$ cat src/rtl/rand_delay_pkg.sv
// Shared types and defaults for the random-delay timer: FSM state encoding
// and the LFSR-value-to-delay mapping.
package rand_delay_pkg;

  localparam int DEF_DELAY_W    = 7;
  localparam int DEF_MIN_DELAY  = 4;
  localparam int DEF_PRESCALE   = 1000;
  localparam int DEF_PRESCALE_W = 10;

  typedef enum logic [1:0] {
    IDLE    = 2'd0,
    CAPTURE = 2'd1,
    COUNT   = 2'd2,
    FIRE    = 2'd3
  } rd_state_t;

  // Zero is the LFSR lock-up value; treat it as 1 so every run has a real delay.
  // Callers truncate the 16-bit result to DELAY_W+1 bits (DELAY_W <= 15).
  function automatic logic [15:0] lfsr_to_delay(input logic [15:0] value,
                                                input logic [15:0] min_delay);
    return ((value == 16'd0) ? 16'd1 : value) + min_delay;
  endfunction

endpackage

$ cat src/rtl/rand_delay_timer_tick_gen.sv
// Prescaler: modulo-PRESCALE counter that pulses tick on its terminal count
// while enabled.
module tick_gen #(
  parameter int PRESCALE   = 1000,
  parameter int PRESCALE_W = 10
)(
  input  logic clk,
  input  logic rst,
  input  logic clear,
  input  logic en,
  output logic tick
);

  localparam logic [PRESCALE_W-1:0] TERM = PRESCALE_W'(PRESCALE - 1);

  logic [PRESCALE_W-1:0] cnt;

  assign tick = en && (cnt == TERM);

  always_ff @(posedge clk) begin
    if (rst || clear) begin
      cnt <= '0;
    end else if (en) begin
      cnt <= (cnt == TERM) ? '0 : cnt + PRESCALE_W'(1);
    end
  end

endmodule

$ cat src/rtl/rand_delay_timer.sv
// Random-wait stage: captures an LFSR value on start, counts it out in
// prescaled units, then pulses fire. All outputs decode from registers.
module rand_delay_timer
  import rand_delay_pkg::*;
#(
  parameter int DELAY_W    = DEF_DELAY_W,
  parameter int MIN_DELAY  = DEF_MIN_DELAY,
  parameter int PRESCALE   = DEF_PRESCALE,
  parameter int PRESCALE_W = DEF_PRESCALE_W
)(
  input  logic               clk,
  input  logic               rst,
  input  logic               start,
  input  logic               abort,
  input  logic [DELAY_W-1:0] lfsr_value,
  output logic               lfsr_advance,
  output logic               busy,
  output logic               fire,
  output logic [DELAY_W:0]   delay_q
);

  localparam int DW = DELAY_W + 1;

  rd_state_t     state, state_nxt;
  logic [DW-1:0] delay_nxt;
  logic [DW-1:0] delay_load;
  logic          tick, tick_clear, tick_en;

  assign delay_load = DW'(lfsr_to_delay(16'(lfsr_value), 16'(MIN_DELAY)));

  assign tick_en    = (state == COUNT);
  assign tick_clear = (state == CAPTURE) || abort;

  tick_gen #(
    .PRESCALE  (PRESCALE),
    .PRESCALE_W(PRESCALE_W)
  ) u_tick (
    .clk  (clk),
    .rst  (rst),
    .clear(tick_clear),
    .en   (tick_en),
    .tick (tick)
  );

  always_comb begin
    state_nxt = state;
    delay_nxt = delay_q;
    case (state)
      IDLE: begin
        if (start && !abort) state_nxt = CAPTURE;
      end
      CAPTURE: begin
        if (abort) begin
          state_nxt = IDLE;
          delay_nxt = '0;
        end else begin
          state_nxt = COUNT;
          delay_nxt = delay_load;
        end
      end
      COUNT: begin
        if (abort) begin
          state_nxt = IDLE;
          delay_nxt = '0;
        end else if (tick) begin
          delay_nxt = delay_q - DW'(1);
          if (delay_q == DW'(1)) state_nxt = FIRE;
        end
      end
      FIRE: begin
        // start is deliberately not looked at here: requests while busy are dropped
        state_nxt = IDLE;
        delay_nxt = '0;
      end
      default: begin
        state_nxt = IDLE;
        delay_nxt = '0;
      end
    endcase
  end

  always_ff @(posedge clk) begin
    if (rst) begin
      state   <= IDLE;
      delay_q <= '0;
    end else begin
      state   <= state_nxt;
      delay_q <= delay_nxt;
    end
  end

  assign busy         = (state != IDLE);
  assign lfsr_advance = (state == CAPTURE);
  assign fire         = (state == FIRE);

endmodule

$ cat config.mk
export PLATFORM = sky130hd
export DESIGN_NAME = rand_delay_timer
export DESIGN_NICKNAME = d
export VERILOG_FILES = /design/src/rtl/rand_delay_pkg.sv /design/src/rtl/rand_delay_timer_tick_gen.sv /design/src/rtl/rand_delay_timer.sv
export SDC_FILE = /design/constraint.sdc
export NUM_CORES = 1
export LEC_CHECK = 0
export CORE_ASPECT_RATIO = 1.5
export CORE_MARGIN = 4
export CORE_UTILIZATION = 43
export CTS_CLUSTER_DIAMETER = 30
export DETAILED_ROUTE_END_ITERATION = 7
export HOLD_SLACK_MARGIN = 0.02
export MAX_ROUTING_LAYER = met4
export PLACE_DENSITY_LB_ADDON = 0.2
export SLEW_MARGIN = 20
export SYNTH_ARGS = -nofsm -noshare
export SYNTH_HDL_FRONTEND = slang
export SYNTH_SLANG_ARGS = --single-unit
export TNS_END_PERCENT = 10
$ cat constraint.sdc
create_clock -name clk -period 1.85 [get_ports clk]
set_input_delay 0.185 -clock clk [delete_from_list [all_inputs] [get_ports clk]]
set_output_delay 0.185 -clock clk [all_outputs]
set_load 0.01 [all_outputs]
**Word-level counts from Yosys, hierarchy flattened**

Index checks and enable logic that the tools add are counted.

- Equal/unequal tests: 8
- Muxes and demuxes: 12
- Reductions and logical operators: 11
- Add/subtract/negate cells: 3

Operators with widths:

| cell | number |
|---|---|
| 8-bit two-way mux | 3 |
| 8-bit case mux with 3 select lines | 1 |
| 10-bit by 1-bit adder with 10-bit output (second input constant) | 1 |
| 10-bit equality test (second input constant) | 1 |
| 10-bit two-way mux | 1 |
| 2-bit two-way mux | 5 |
| 7-bit by 3-bit adder with 8-bit output (second input constant) | 1 |
| 8-bit by 1-bit equality test with 1-bit output (second input constant) | 1 |
| 2-bit case mux with 4 select lines | 1 |
| 8-bit by 1-bit subtractor with 8-bit output (second input constant) | 1 |
| 7-bit logical NOT | 1 |
| 7-bit two-way mux | 1 |
| 3-bit inequality test (second input constant) | 2 |
| 2-bit equality test (second input constant) | 2 |
| 3-bit AND reduction | 1 |
| 3-bit nonzero test | 1 |
| 2-bit by 1-bit equality test with 1-bit output (second input constant) | 1 |
| 1-bit logical AND | 2 |
| 2-bit logical NOT | 1 |
| 1-bit logical OR | 2 |
| 2-bit inequality test (second input constant) | 1 |
| 2-bit AND reduction | 1 |
| 2-bit nonzero test | 1 |
| 1-bit logical NOT | 1 |

- Word-level logic and storage cells: 37
- Bits in registers: 20
- Output and inout bits: 11
- Input bits: 11

**Depth between registers and ports, before layout**

- Depth after elaboration: 5
- Mapped depth: 6
- Depth with buffers taken out: 6

**Hierarchy**

From an unflattened synthesis, not the netlist that was laid out.

- Cell total of the unflattened synthesis: 150
- Area total of the unflattened synthesis: 1,233.7 µm²

Modules (own cells, without submodules):

| module | sequential area each (µm²) | area each (µm²) | cells an instance | times used |
|---|---|---|---|---|
| rand_delay_timer | 200.2 | 758.2 | 96 | 1 |
| tick_gen | 200.2 | 475.5 | 54 | 1 |

**Worst setup path before layout**

Ideal clock, no wire load.

- Kind: register to register
- Start point: reg u_tick.cnt[0]
- End point: reg delay_q[4]
- Slack: 0.103 ns
- Stages on the path, launching flop included: 6
- Library setup time: 0.116 ns
- Period minus slack after synthesis: 1.747 ns
- Arrival: 1.631 ns
- Cells stage by stage: dfxtp_1 > ha_1 > nand2_1 > or3_4 > or4_1 > a31o_1

- Cells in the longest elaborated chain, start to end: 4

Ends and longest elaborated chain:

| item | RTL line | source |
|---|---|---|
| start: declaration | rand_delay_timer_tick_gen.sv:16 | `logic [PRESCALE_W-1:0] cnt;` |
| start signal: assignment | rand_delay_timer_tick_gen.sv:24 | `cnt <= (cnt == TERM) ? '0 : cnt + PRESCALE_W'(1);` |
| 10-bit equality test | rand_delay_timer_tick_gen.sv:18 | `assign tick = en && (cnt == TERM);` |
| 1-bit logical AND | rand_delay_timer_tick_gen.sv:18 |  |
| 3-bit inequality test (no source line) | n/a |  |
| 2-bit AND reduction (no source line) | n/a |  |
| end signal: assignment | rand_delay_timer.sv:88 | `delay_q <= delay_nxt;` |
| end: declaration | rand_delay_timer.sv:19 | `output logic [DELAY_W:0] delay_q` |

Every way passes these cells.
A chain may end at the register's enable or synchronous reset.

**Worst setup path in the final report**

- Start point: reg state[1]
- End point: out busy

- Cells in the longest elaborated chain, start to end: 1

Ends and longest elaborated chain:

| item | RTL line | source |
|---|---|---|
| start: declaration | rand_delay_timer.sv:24 | `rd_state_t state, state_nxt;` |
| start signal: assignment | rand_delay_timer.sv:87 | `state <= state_nxt;` |
| 2-bit nonzero test | rand_delay_timer.sv:92 | `assign busy = (state != IDLE);` |
| end: declaration | rand_delay_timer.sv:17 | `output logic busy,` |

Every way passes these cells.

==> impl_results.md <==
* Outcome: complete, no violations
* Initial Util at 45.54%
* Synth cell count leaders: 20 x dfxtp_1, 14 x nor2_1, 13 x nand2_1
* RSZ-0062 raised after global routing: no
* Final HPWL DP at 2.726 mm
* Num CTS Buffers at 3
* Via total after detailed routing at 1273
* CP Data Arrival Time at 1.58 ns
* Worst-Margin Slew at 0.5227 ns
* CP Capture Type: output pin
* Post-Syn Nets at 168
* PortBufs at 21
* Largest net degree at the start of global routing at 13
* Crit-path cells: buf_4 -> or2_2 -> clkdlybuf4s50_1
* Antenna violations before repair at 0
* Crit Path Max Fanout at 8
* CTS tree: done
* Post-synth top area share at 32.16%
* Final worst path period need at 1.764 ns
* CORE AREA at 0.002734 mm²
* Post-CTS Setup Inserts at 0
* Placed cell area at 0.001624 mm²
* Pleak at 0.6203 nW
* Worst rel slew slack at 64.94%
* Top cells by area, synth: dfxtp_1 32%, ha_1 5.0%, xnor2_1 4.9%
* Placer Congestion at 0.9025
* Antenna Nets Post-Route at 0
* Quantity of gates resized following cts at 1
* DRC violations left at 0
* F_max at 0.5668 GHz
* Count leader, synth: dfxtp_1
* Largest area contributor in the netlist: dfxtp_1
* Ys flop type: dfxtp_1
* I/O Pins at 22
* Gr usage total at 20.07%
* Max Cap Viol at 0
* Die Span Y at 73.90 µm
* Ratio of cells with drive above 1 in the final layout at 17.80%
* Final Skew at 0.001009 ns
* YS warnings at 0
* Drt total wl at 3.454 mm
* Post-Syn Area per Cell at 8.190 µm²
* Routed wire length per instance at 15.15 µm
* Crit start category: flop
* Power Density at 554.3 mW/mm²
* Area delta synth->final at 35.08%
* Netlist cell types at 47
* First-pass GRT wire length at 5.651 mm
* Hold WC Path Type: flop to flop
* TritonCTS Sinks at 20
* Die Span X at 51.94 µm
* Pre-antenna DRT Iters at 4
* CTS Hold Bufs at 0
* Via/cell ratio at 5.583
* Grt ovf at 0
* Post-synth EDFFs at 0
* Final setup vio count at 0
* Fin. Hold Viols at 0
* Fin Setup TNS at 0 ns
* Ant. Diodes at 0
* CTS Buffer Depth at 2
* Initial DRC Count at 57
* Post-synthesis sequential area ratio at 32.16%
* Slowest cell on the critical path: clkdlybuf4s50_1
* Num rows at 23
* Worst reg2reg setup slack at 0.09 ns
* Finished Cell Area at 0.001682 mm²
* Clock Pin Slew Worst Setup and Hold Paths at 0.08 ns
* WP data required at 1.66 ns
* Netlist Area Pre-Place at 0.001245 mm²
* Root buffer cell: clkbuf_8
* Largest stage delay on the critical path at 0.48 ns
* Fraction of registers with async set/reset at 0%
* Die area at 0.003838 mm²
* Synth Instances at 152
* Max Slew Vio Count at 0
* Seq cells post-synth at 20
* Worst setup path class: flop to output pin
* Worst-Skew Late Latency at 0.26 ns
* Period utilisation layout at 95.36%
* Vias in the first global route at 1265
* Htree depth at 1
* Max rail drop VDD at 0.5288 mV
* Fin nets at 208
* Fillcell total at 252
routing by layer:
| layer | share of wire (%) | track usage, % |
|---|---|---|
| met1 | 40 | 19.98 |
| met2 | 53 | 36.22 |
| met3 | 2.6 | 2.637 |
| met4 | 4.4 | 11.66 |
| met5 | 0 | - |
cell type report:
| class | instances | area (µm²) | share of cell area, % |
|---|---|---|---|
| Multi-Input combinational cell | 120 | 802.0 | 47.69 |
| Sequential cell | 20 | 400.4 | 23.81 |
| Timing Repair Buffer | 40 | 351.6 | 20.91 |
| Clock buffer | 4 | 55.05 | 3.274 |
| Tap cell | 37 | 46.29 | 2.753 |
| Inverter | 7 | 26.28 | 1.563 |
worst max-delay path, delay by kind of cell (launching register included):
| family | cells | cell delay [ns] |
|---|---|---|
| buf+inv | 2 | 0.67 |
| flops | 1 | 0.36 |
| simple gates | 1 | 0.29 |
path summary, 6_finish.rpt:
path / startpoint / to / cells after the start
setup / recovery: state[1]$_SDFFE_PP0P_ / busy / 3
hold / removal: delay_q[1]$_SDFFE_PP0P_ / delay_q[1]$_SDFFE_PP0P_ / 2
hold reg to reg: delay_q[1]$_SDFFE_PP0P_ / delay_q[1]$_SDFFE_PP0P_ / 2
setup reg to reg: u_tick.cnt[7]$_SDFFE_PP0P_ / delay_q[4]$_SDFFE_PP0P_ / 4
report_power, final:
part           switching, mW  internal [mW]  total [mW]
clock                  0.156          0.190       0.346
sequential           0.00762          0.436       0.443
combinational         0.0680         0.0749       0.143
total                  0.232          0.700       0.932
flip-flops by register name (all words and copies together), names as in the netlist:
| register | cells |
|---|---|
| u_tick.cnt | 10 |
| delay_q | 8 |
| state | 2 |
layout by cell type, fill, tap and decap left out, drive strengths merged, types with 2 or more instances in the layout:
cell,instances
and2,2
dfxtp,20
mux2,2
nor2b,2
nor4,3
or3,2
xnor2,7
nand4b,4
or2,3
clkbuf,4
o31ai,3
o211ai,2
a31o,2
buf,19
inv,7
clkdlybuf4s50,20
xor2,3
or4,3
nor2,14
nor3,11
a21oi,9
nand3,3
ha,5
nor3b,2
nand2b,2
nand2,13
nand4,3
o21ai,4
o311ai,2
cell families (layout without fill, tap and decap cells):
kind of cell	count (synthesis)	count (layout)	synth area share [%]
AOI/OAI and AO/OA	31	31	17.69
adders and majority gates	5	5	5.025
muxes	2	2	1.809
and+or+nand+nor	72	72	32.56
buffers and inverters	12	51	3.718
xor gates and xnor gates	10	10	7.036
DFF	20	20	32.16
stage by stage:
stage	hold slack, ns	power [mW]	worst slack [ns]	cells	utilization [%]
finish	0.5028	0.9320	0.08578	228	61.51
CTS	0.5033	0.9407	0.08718	228	61.37
floorplan	0.3889	0.5211	0.1032	152	-
global placement	0.4820	0.5934	0.1282	224	59.40
global route	0.5341	0.9706	0.01532	228	61.51
detailed placement	0.4965	0.5954	0.08572	224	59.40
Note: power is estimated with default switching activity, not from simulation.
